`src/rtl/max7219_pkg.sv`:
```
// Shared definitions for the MAX7219 8x8 matrix controller: register
// addresses, controller state encoding, frame word layout and helpers.
package max7219_pkg;

    // MAX7219 register addresses
    localparam logic [3:0] ADDR_NOOP      = 4'h0;
    localparam logic [3:0] ADDR_DIGIT0    = 4'h1;
    localparam logic [3:0] ADDR_DIGIT1    = 4'h2;
    localparam logic [3:0] ADDR_DIGIT2    = 4'h3;
    localparam logic [3:0] ADDR_DIGIT3    = 4'h4;
    localparam logic [3:0] ADDR_DIGIT4    = 4'h5;
    localparam logic [3:0] ADDR_DIGIT5    = 4'h6;
    localparam logic [3:0] ADDR_DIGIT6    = 4'h7;
    localparam logic [3:0] ADDR_DIGIT7    = 4'h8;
    localparam logic [3:0] ADDR_DECODE    = 4'h9;
    localparam logic [3:0] ADDR_INTENSITY = 4'hA;
    localparam logic [3:0] ADDR_SCANLIM   = 4'hB;
    localparam logic [3:0] ADDR_SHUTDOWN  = 4'hC;
    localparam logic [3:0] ADDR_TEST      = 4'hF;

    localparam int NUM_ROWS    = 8;
    localparam int INIT_FRAMES = 6;

    typedef enum logic [2:0] {
        ST_INIT     = 3'd0,
        ST_REFRESH  = 3'd1,
        ST_IDLE     = 3'd2,
        ST_SEND_ROW = 3'd3,
        ST_SEND_INT = 3'd4
    } state_e;

    // 16-bit word shifted MSB first: upper nibble is don't-care, sent as 0
    typedef struct packed {
        logic [3:0] rsvd;
        logic [3:0] addr;
        logic [7:0] data;
    } frame_t;

    function automatic frame_t mk_frame(input logic [3:0] a, input logic [7:0] d);
        frame_t f;
        f.rsvd = 4'h0;
        f.addr = a;
        f.data = d;
        return f;
    endfunction

    // Power-up sequence: shutdown, test off, no decode, scan all 8, intensity, wake
    function automatic frame_t init_frame(input logic [2:0] idx, input logic [3:0] inten);
        frame_t f;
        case (idx)
            3'd0:    f = mk_frame(ADDR_SHUTDOWN, 8'h00);
            3'd1:    f = mk_frame(ADDR_TEST, 8'h00);
            3'd2:    f = mk_frame(ADDR_DECODE, 8'h00);
            3'd3:    f = mk_frame(ADDR_SCANLIM, 8'h07);
            3'd4:    f = mk_frame(ADDR_INTENSITY, {4'h0, inten});
            default: f = mk_frame(ADDR_SHUTDOWN, 8'h01);
        endcase
        return f;
    endfunction

    // Index of the lowest set bit (0 when none set; caller checks |v)
    function automatic logic [2:0] lowest_set(input logic [7:0] v);
        logic [2:0] r;
        r = 3'd0;
        for (int i = 7; i >= 0; i--) begin
            if (v[i]) r = 3'(i);
        end
        return r;
    endfunction

endpackage

```
`src/rtl/max7219_spi_tx.sv`:
```
// Frame serializer: shifts one 16-bit word MSB first. Each bit is held
// CLK_DIV cycles with sclk low then CLK_DIV cycles with sclk high; two
// trailing cycles with sclk low precede the cs_n rise, then cs_n stays
// high at least CLK_DIV cycles before the next frame may start.
module max7219_spi_tx
    import max7219_pkg::*;
#(
    parameter int CLK_DIV = 25
) (
    input  logic   clk,
    input  logic   rst,
    input  logic   start,
    input  frame_t frame,
    output logic   ready,
    output logic   done,
    output logic   busy,
    output logic   sclk,
    output logic   mosi,
    output logic   cs_n
);

    localparam logic [1:0] TX_IDLE  = 2'd0;
    localparam logic [1:0] TX_SHIFT = 2'd1;
    localparam logic [1:0] TX_TAIL  = 2'd2;
    localparam logic [1:0] TX_GAP   = 2'd3;

    localparam logic [7:0] DIV_M1 = 8'(CLK_DIV - 1);

    logic [1:0]  r_state;
    logic [15:0] r_shift;
    logic [3:0]  r_bit;
    logic [7:0]  r_cnt;
    logic        r_sclk;
    logic        r_mosi;
    logic        r_cs_n;
    logic        r_done;
    logic [15:0] w_frame_bits;

    assign w_frame_bits = frame;

    // Bit-timing state machine; all pin outputs are registered
    always_ff @(posedge clk or posedge rst) begin
        if (rst) begin
            r_state <= TX_IDLE;
            r_shift <= '0;
            r_bit   <= '0;
            r_cnt   <= '0;
            r_sclk  <= 1'b0;
            r_mosi  <= 1'b0;
            r_cs_n  <= 1'b1;
            r_done  <= 1'b0;
        end else begin
            r_done <= 1'b0;
            case (r_state)
                TX_IDLE: begin
                    if (start) begin
                        r_shift <= w_frame_bits;
                        r_mosi  <= w_frame_bits[15];
                        r_cs_n  <= 1'b0;
                        r_sclk  <= 1'b0;
                        r_bit   <= 4'd15;
                        r_cnt   <= '0;
                        r_state <= TX_SHIFT;
                    end
                end
                TX_SHIFT: begin
                    if (r_cnt == DIV_M1) begin
                        r_cnt <= '0;
                        if (!r_sclk) begin
                            r_sclk <= 1'b1;
                        end else begin
                            r_sclk <= 1'b0;
                            if (r_bit == 4'd0) begin
                                r_state <= TX_TAIL;
                            end else begin
                                r_bit  <= r_bit - 4'd1;
                                r_mosi <= r_shift[r_bit - 4'd1];
                            end
                        end
                    end else begin
                        r_cnt <= r_cnt + 8'd1;
                    end
                end
                TX_TAIL: begin
                    // sclk already low; hold cs_n two more cycles, then latch
                    if (r_cnt == 8'd1) begin
                        r_cs_n  <= 1'b1;
                        r_mosi  <= 1'b0;
                        r_done  <= 1'b1;
                        r_cnt   <= '0;
                        r_state <= TX_GAP;
                    end else begin
                        r_cnt <= r_cnt + 8'd1;
                    end
                end
                default: begin
                    if (r_cnt == DIV_M1) begin
                        r_cnt   <= '0;
                        r_state <= TX_IDLE;
                    end else begin
                        r_cnt <= r_cnt + 8'd1;
                    end
                end
            endcase
        end
    end

    assign ready = (r_state == TX_IDLE);
    // busy covers the low phase of cs_n plus the cycle in which it rises
    assign busy  = (r_state == TX_SHIFT) || (r_state == TX_TAIL) || r_done;
    assign done  = r_done;
    assign sclk  = r_sclk;
    assign mosi  = r_mosi;
    assign cs_n  = r_cs_n;

endmodule

```
`src/rtl/max7219_ctrl.sv`:
```
// MAX7219 8x8 matrix controller: power-up init, full refresh, then
// incremental updates of dirty framebuffer rows and intensity changes.
module max7219_ctrl
    import max7219_pkg::*;
#(
    parameter int         CLK_DIV   = 25,
    parameter logic [3:0] INTENSITY = 4'h8
) (
    input  logic       clk_clk,
    input  logic       reset_reset,
    input  logic       wr_valid,
    output logic       wr_ready,
    input  logic [2:0] wr_row,
    input  logic [7:0] wr_data,
    input  logic       int_valid,
    input  logic [3:0] int_level,
    output logic       spi_sclk,
    output logic       spi_mosi,
    output logic       spi_cs_n,
    output logic       init_done,
    output logic       busy
);

    state_e          r_state;
    logic [2:0]      r_idx;
    logic [7:0][7:0] r_fb;
    logic [7:0]      r_dirty;
    logic            r_int_pending;
    logic [3:0]      r_int_level;
    logic            r_init_done;

    state_e     w_state_nxt;
    logic [2:0] w_idx_nxt;
    logic       w_start;
    frame_t     w_frame;
    logic [7:0] w_dirty_clr;
    logic       w_int_clr;
    logic       w_refresh_start;
    logic       w_init_done_set;
    logic       w_wr;
    logic [7:0] w_dirty_set;
    logic [2:0] w_row_sel;
    logic       w_tx_ready;
    logic       w_tx_done;

    // Host writes are accepted unconditionally whenever out of reset
    assign wr_ready    = ~reset_reset;
    assign w_wr        = wr_valid & wr_ready;
    assign w_dirty_set = w_wr ? (8'b1 << wr_row) : 8'h00;
    assign w_row_sel   = lowest_set(r_dirty);

    // Sequencing and arbitration; a frame launches only when the serializer is idle
    always_comb begin
        w_state_nxt     = r_state;
        w_idx_nxt       = r_idx;
        w_start         = 1'b0;
        w_frame         = mk_frame(ADDR_NOOP, 8'h00);
        w_dirty_clr     = 8'h00;
        w_int_clr       = 1'b0;
        w_refresh_start = 1'b0;
        w_init_done_set = 1'b0;
        case (r_state)
            ST_INIT: begin
                if (w_tx_ready) begin
                    w_start = 1'b1;
                    w_frame = init_frame(r_idx, INTENSITY);
                end
                if (w_tx_done) begin
                    if (r_idx == 3'(INIT_FRAMES - 1)) begin
                        w_idx_nxt       = 3'd0;
                        w_state_nxt     = ST_REFRESH;
                        w_refresh_start = 1'b1;
                    end else begin
                        w_idx_nxt = r_idx + 3'd1;
                    end
                end
            end
            ST_REFRESH: begin
                if (w_tx_ready) begin
                    w_start = 1'b1;
                    w_frame = mk_frame({1'b0, r_idx} + 4'd1, r_fb[r_idx]);
                end
                if (w_tx_done) begin
                    if (r_idx == 3'(NUM_ROWS - 1)) begin
                        w_idx_nxt       = 3'd0;
                        w_state_nxt     = ST_IDLE;
                        w_init_done_set = 1'b1;
                    end else begin
                        w_idx_nxt = r_idx + 3'd1;
                    end
                end
            end
            ST_IDLE: begin
                if (w_tx_ready) begin
                    if (r_int_pending) begin
                        w_start     = 1'b1;
                        w_frame     = mk_frame(ADDR_INTENSITY, {4'h0, r_int_level});
                        w_int_clr   = 1'b1;
                        w_state_nxt = ST_SEND_INT;
                    end else if (|r_dirty) begin
                        w_start     = 1'b1;
                        w_frame     = mk_frame({1'b0, w_row_sel} + 4'd1, r_fb[w_row_sel]);
                        w_dirty_clr = 8'b1 << w_row_sel;
                        w_state_nxt = ST_SEND_ROW;
                    end
                end
            end
            ST_SEND_ROW, ST_SEND_INT: begin
                if (w_tx_done) w_state_nxt = ST_IDLE;
            end
            default: w_state_nxt = ST_INIT;
        endcase
    end

    // Controller state, sequence index and init_done flag
    always_ff @(posedge clk_clk or posedge reset_reset) begin
        if (reset_reset) begin
            r_state     <= ST_INIT;
            r_idx       <= 3'd0;
            r_init_done <= 1'b0;
        end else begin
            r_state <= w_state_nxt;
            r_idx   <= w_idx_nxt;
            if (w_init_done_set) r_init_done <= 1'b1;
        end
    end

    // Framebuffer and dirty map; a write in the same cycle as a clear wins
    always_ff @(posedge clk_clk or posedge reset_reset) begin
        if (reset_reset) begin
            r_fb    <= '0;
            r_dirty <= 8'h00;
        end else begin
            if (w_wr) r_fb[wr_row] <= wr_data;
            if (w_refresh_start) r_dirty <= w_dirty_set;
            else                 r_dirty <= (r_dirty & ~w_dirty_clr) | w_dirty_set;
        end
    end

    // Intensity request latch; a new strobe overrides both level and clear
    always_ff @(posedge clk_clk or posedge reset_reset) begin
        if (reset_reset) begin
            r_int_pending <= 1'b0;
            r_int_level   <= 4'h0;
        end else if (int_valid) begin
            r_int_pending <= 1'b1;
            r_int_level   <= int_level;
        end else if (w_int_clr) begin
            r_int_pending <= 1'b0;
        end
    end

    max7219_spi_tx #(
        .CLK_DIV (CLK_DIV)
    ) u_tx (
        .clk   (clk_clk),
        .rst   (reset_reset),
        .start (w_start),
        .frame (w_frame),
        .ready (w_tx_ready),
        .done  (w_tx_done),
        .busy  (busy),
        .sclk  (spi_sclk),
        .mosi  (spi_mosi),
        .cs_n  (spi_cs_n)
    );

    assign init_done = r_init_done;

endmodule
```
`config.mk`:
```
export PLATFORM = sky130hd
export DESIGN_NAME = max7219_ctrl
export DESIGN_NICKNAME = d
export VERILOG_FILES = /design/src/rtl/max7219_pkg.sv /design/src/rtl/max7219_spi_tx.sv /design/src/rtl/max7219_ctrl.sv
export SDC_FILE = /design/constraint.sdc
export NUM_CORES = 1
export LEC_CHECK = 0
export ABC_AREA = 1
export BUFFER_PORTS_ARGS = -buffer_cell sky130_fd_sc_hd__buf_2
export CORE_ASPECT_RATIO = 0.5
export CORE_MARGIN = 10
export CORE_UTILIZATION = 60
export CTS_CLUSTER_SIZE = 16
export DETAILED_ROUTE_END_ITERATION = 8
export PLACE_DENSITY = 0.78
export SETUP_SLACK_MARGIN = 0.02
export SYNTH_ARGS = -nofsm -noshare
export SYNTH_HDL_FRONTEND = slang
export SYNTH_SLANG_ARGS = --single-unit
```
`constraint.sdc`:
```
create_clock -name clk_clk -period 9.7 [get_ports clk_clk]
set_input_delay 0.97 -clock clk_clk [delete_from_list [all_inputs] [get_ports clk_clk]]
set_output_delay 0.97 -clock clk_clk [all_outputs]
set_load 0.005 [all_outputs]
```
== After elaboration in Yosys (flattened, before gate mapping) ==
Cells that the tools add are included.

* Bits in latches: 0
* Flip-flop bits (word level): 118
* Memory bits (writable): 0
* Word-level logic and storage cells: 177
* Memories: 0
* Bits of input ports: 19
* Output and inout bits: 6
* Bits in read-only memories: 0

* Multiplexer cells: 87
* Shifts and indexed selects: 2
* Multiply operators: 0
* Bitwise operators: 5
* Reduce and logical (&&, ||, !) cells: 24
* Equality and inequality tests: 27
* Div/mod/pow operators: 0
* $add $sub $neg: 5
* Order comparisons: 5

{| class="wikitable"
|+ Operators with widths
! cell !! number
|-
| 8-bit 2-to-1 mux || 12
|-
| 64-bit bitwise mux || 1
|-
| 3-bit 2-to-1 mux || 20
|-
| 11-bit case mux with 5 select lines || 1
|-
| 8-bit binary-select mux with 3-bit select || 2
|-
| 12-bit case mux with 3 select lines || 1
|-
| 1-bit 2-to-1 mux || 27
|-
| 8-bit demux with 3-bit select || 1
|-
| 12-bit 2-to-1 mux || 2
|-
| 2-bit by 1-bit inequality test with 1-bit output, second input constant || 9
|-
| 4-bit 2-to-1 mux || 4
|-
| 8-bit case mux with 2 select lines || 1
|-
| 1-bit by 3-bit left shift with 8-bit output, first input constant || 2
|-
| 3-bit by 2-bit == test with 1-bit output, second input constant || 4
|-
| 3-bit == test, second input constant || 4
|-
| 3-bit by 4-bit less-than comparator with 1-bit output, second input constant || 3
|-
| 2-bit 2-to-1 mux || 6
|-
| 3-bit case mux with 4 select lines || 1
|-
| 6-bit AND reduction || 2
|-
| 3-bit AND reduction || 3
|-
| 3-bit by 1-bit adder with 4-bit output, second input constant || 2
|-
| 8-bit by 1-bit adder with 8-bit output, second input constant || 1
|-
| 8-bit AND || 1
|-
| 8-bit by 1-bit == test with 1-bit output, second input constant || 1
|-
| other kinds (32) || 44
|}

== Logic depth before layout (Yosys ltp) ==
* Word-level depth: 17
* Mapped depth: 15
* Depth with buffers taken out: 14

== By module ==
Synthesis repeated with hierarchy kept, for this count alone.

* Cell total of the unflattened synthesis: 890
* Area, all modules: 6,831.6 µm²

{| class="wikitable"
|+ By module, submodules not included
! module !! seq. area each (µm²) !! times used !! cells each !! area each (µm²)
|-
| max7219_ctrl || 2,102.0 || 1 || 673 || 4,976.0
|-
| max7219_spi_tx || 852.1 || 1 || 217 || 1,855.5
|}

== Least setup slack after synthesis ==
OpenSTA, ideal clock, no wires.

* Kind: input port to flip-flop
* Start point: input port reset_reset
* End point: register r_fb[16] (netlist bit)
* Path slack: 5,155 ps
* Data required time: 9,570 ps
* Arrival time: 4,415 ps
* Setup time: 130 ps
* Path buffers: 1
* Stages on the path: 7
* Cells stage by stage: inv_1 -> nand2_1 -> nor2_1 -> nand3_1 -> clkbuf_1 -> nand2_1 -> o21ai_0

* Longest elaborated chain between the ends: 2

{| class="wikitable"
|+ Ends and longest elaborated chain
! item !! RTL line !! text
|-
| start, declared || max7219_ctrl.sv:10 || <nowiki>input logic reset_reset,</nowiki>
|-
| 1-bit inverter || max7219_ctrl.sv:47 || <nowiki>assign wr_ready = ~reset_reset;</nowiki>
|-
| 1-bit AND || max7219_ctrl.sv:48 || <nowiki>assign w_wr = wr_valid & wr_ready;</nowiki>
|-
| end signal, assigned by index || max7219_ctrl.sv:134 || <nowiki>if (w_wr) r_fb[wr_row] <= wr_data;</nowiki>
|-
| end, declared || max7219_ctrl.sv:26 || <nowiki>logic [7:0][7:0] r_fb;</nowiki>
|}

Every way passes these cells.
A chain may end at the register's enable or synchronous reset.

== Final worst setup path ==
* Start point: register r_dirty[0]
* End point: register u_tx.r_shift[10]

* Longest elaborated chain between the ends: 6
* Elaborated cells between the ends (all ways): 11
* Classes of those cells: 1 x add/sub; 8 x mux; 2 x reduce/logical

{| class="wikitable"
|+ Ends and longest elaborated chain
! item !! RTL line !! text
|-
| start, declared || max7219_ctrl.sv:27 || <nowiki>logic [7:0] r_dirty;</nowiki>
|-
| start signal, assigned || max7219_ctrl.sv:135 || <nowiki>if (w_refresh_start) r_dirty <= w_dirty_set;</nowiki>
|-
| start signal, assigned || max7219_ctrl.sv:136 || <nowiki>else r_dirty <= (r_dirty & ~w_dirty_clr) | w_dirty_set;</nowiki>
|-
| parallel branches: the longest is 6 deep, another holds 3-bit by 1-bit adder with 4-bit output || -- ||
|-
| end signal, assigned || max7219_spi_tx.sv:57 || <nowiki>r_shift <= w_frame_bits;</nowiki>
|-
| end, declared || max7219_spi_tx.sv:30 || <nowiki>logic [15:0] r_shift;</nowiki>
|}

Parallel ways; which one is timed is not known.

==> summary.txt <==
Layout
  – Antenna Cells: 0
  – Fillers: 861
  – Final #Nets: 932
  – Commonest cells after routing, fill and taps aside: 185 x nand2_1, 130 x o21ai_0, 114 x nand3_1
  – Leading cell type in the layout, fill and taps excluded: nand2_1
  – Syn-to-layout area delta: 11.20%
  – Share of cells above drive strength 1: 9.372%

Drt
  – Final ANT Viol Nets: 0
  – DR WL/cell: 17.18 um
  – Iter 0 DRT Violations: 817
  – Drt drc: 0
  – Via/cell ratio: 5.932
  – Total number of vias: 6211
  – First-pass DRT Iterations: 7
  – Routed WL: 17990 um

GRT
  – Largest net degree at the start of global routing: between 40 and 50
  – Vias in the first global route: just under 6k
  – Initial antenna violation count: 0
  – Global-route wire length before repair: between 20000 and 30000 um
  – Grt ovf: 0
  – GRT Total Usage: 23.16%

Timing
  – Final setup violation count: 0
  – FMAX: 0.2982 GHz
  – Clock period minus worst slack: 3.354 ns
  – Post-Route Setup TNS: 0 ns
  – Final Cycle Share: approximately 35%
  – RSZ-0062 raised after global routing: no
  – Final number of max-transition violations: 0
  – Slew headroom: 33.56%
  – Hold Vio Cnt, Final: 0
  – Clk_skew: 0.009141 ns
  – Worst Tran Pin Value: 0.9905 ns

CTS
  – Root Buffer: clkbuf_16
  – Clock Tree Buf Depth: 2
  – CTS tree: built
  – Post-CTS setup buffer count: 0
  – CTS H-Tree Depth: 4
  – Num Clock Sinks: 114
  – Worst-path clk slew: 0.06 ns
  – Skew-Pair Late Insertion Delay: 0.42 ns
  – Hold_buf cts: 0
  – CTS Buf Count: 17
  – Resized cells post-CTS: 0

Yosys
  – XOR/XNOR Fraction of Synth Area: less than 1%
  – Share of flip-flops with an asynchronous set or reset: 100.0%
  – Mux contribution to synthesized area: less than 1%
  – Synth cell types: 42
  – Post-Syn Area per Cell: 7.445 um^2
  – Post-Syn Nets: 925
  – Synth Area in Adders: 3.600%
  – Post-synth top area share: a little over two fifths
  – Synth area leaders: dfrtp_1 43%, nand2_1 11%, o21ai_0 9.9%
  – Synth Area in Simple Gates: 26.30%
  – Ys Warns: 0
  – Yosys top cell by area: dfrtp_1
  – Sequential element share of the synthesized area: 43.22%
  – Compound-Gate Fraction of Synth Area: 16.58%
  – Primary FF master, synth: dfrtp_1
  – Mapped Cells: around 890
  – Synth Cell Area: 6604 um^2
  – Combinational family with the most area after synthesis: simple AND/OR/NAND/NOR gates
  – Synthesized flop and latch total: 114
  – Post-synth EDFFs: 0

Placement
  – Final RePlAce weighted congestion: between 0.9 and 1
  – IO Port Bufs: 24
  – HPWL Detailed: approximately 12000 um

Die
  – Area of the die: 15860 um^2
  – Chip Height: ~94 um
  – Rows: 26
  – Io pins: 25
  – Starting Density: 63.04%
  – Die X-Extent: 168.4 um
  – Core area: 10480 um^2

Worst setup path
  – R2r startpoint: r_dirty[0]
  – CP Max Fanout: 36
  – R2R Setup Slk: 6.35 ns
  – Most used cell, CP: ha_1
  – Required time of the critical path: 10.05 ns
  – Arrival @ worst endpoint: approximately 3.7 ns
  – Crit Path Category: reg2reg
  – Largest stage delay, worst path: 0.94 ns
  – Slowest stage cell, crit path: nand2_2
  – Critical Path End Type: register
  – R2R cell count: 8
  – Worst-path cell chain: clkinv_1 > nand2_2 > inv_1 > ha_1 > ha_1 > o2111ai_1 > nand2_1 > o21ai_1
  – CP Launch Point: r_dirty[0]
  – CP Launch Type: register
  – FF-to-FF End: u_tx.r_shift[10]

Power and ir drop
  – P_leak: ~3.6 nW
  – Pwr Total: roughly 1.4 mW
  – Power Dens Cells: 185.2 nW/um^2
  – Max rail drop VDD: 0.1183 mV

Job
  – Max Cap Viol: 0

Status
  – Run status: finished clean

Hold path
  – Worst hold path depth: 2
  – Worst Hold Class: reg2reg
  – Hold Crit Endpoint: u_tx.mosi
  – Min-delay src: u_tx.mosi
-- registers in the layout, indices dropped and copies added, names as in the netlist, 3 cells and up --
register,cells
r_state,3
u_tx.r_bit,4
r_dirty,8
u_tx.r_shift,12
r_fb,64
r_idx,3
u_tx.r_cnt,8
r_int_level,4
-- cell usage after synthesis, types with 2 or more instances --
library cell  count
nand2_1         185
o21ai_0         130
nand3_1         114
dfrtp_1         113
inv_1           105
nor2_1           52
a21oi_1          47
clkbuf_1         19
ha_1             19
buf_2            15
nand3b_1          9
nor3_1            9
inv_2             7
nand4_1           5
o211ai_1          5
o21ai_1           5
a31oi_1           4
nand2_2           4
nor2_4            4
xor2_1            4
buf_4             3
nand2_4           3
o22ai_1           3
a311oi_1          2
buf_6             2
clkinv_1          2
nor2_2            2
-- critical path: cells and delay by family (launching register included) --
kind	cells	cell delay [ns]
AND/OR/NAND/NOR	2	1.02
flip-flops	1	0.43
AO/OA/AOI/OAI	2	0.29
buffers and inverters	2	0.99
adder cells (fa/ha/maj)	2	0.52
-- where the power goes --
| group | switching [mW] | internal, mW |
|---|---|---|
| clock network | 0.245 | 0.407 |
| registers | 0.0403 | 0.532 |
| logic | 0.0854 | 0.0505 |
-- kinds of logic after synthesis --
kind of cell	count (synthesis)
AO/OA/AOI/OAI	205
XOR/XNOR	5
adder cells (fa/ha/maj)	19
buffers and inverters	154
flip-flops	114
multiplexers	1
AND/OR/NAND/NOR	389
-- per-layer routing --
metal  vias to the layer above  track usage (%)  share of wire, %
li1                       2948                -                 -
met1                      2952            30.89                45
met2                       281            34.11                43
met3                        30            8.939                11
met4                         0            6.844               1.3
met5                         -                0                 0
-- layout make-up --
type                            count  area [um^2]  share of cell area (%)
Clock inverter                     14        181.4                   2.471
Clock buffer                       18        429.2                   5.844
Tap cell                          140        175.2                   2.385
Sequential cell                   114         2854                   38.87
Multi-Input combinational cell    619         3124                   42.55
Inverter                          115        436.7                   5.947
Timing Repair Buffer               27        142.6                   1.942
-- how the worst max path moves through the flow --
stage	cells past startpoint	slack [ns]	end
after global placement	8	6.61	u_tx.r_shift[10]
after detailed placement	8	6.54	u_tx.r_shift[10]
after CTS	8	6.45	u_tx.r_shift[10]
after global routing	8	6.14	u_tx.r_shift[10]
final	8	6.35	u_tx.r_shift[10]
after floorplan	7	5.15	r_fb[16]
-- metrics by stage --
step / hold slack (ns) / setup WS (ns) / util [%] / instance area [um^2] / cells
2_1_floorplan: 0.4422 / 5.155 / - / 6604 / 887
3_3_place_gp: 0.4601 / 6.615 / 64.27 / 6733 / 1015
3_5_place_dp: 0.4678 / 6.537 / 64.27 / 6733 / 1015
4_1_cts: 0.4835 / 6.455 / 70.10 / 7343 / 1047
5_1_grt: 0.5096 / 6.144 / 70.10 / 7343 / 1047
6_report: 0.4787 / 6.346 / 70.10 / 7343 / 1047
Power figures use the tool's default switching activity.
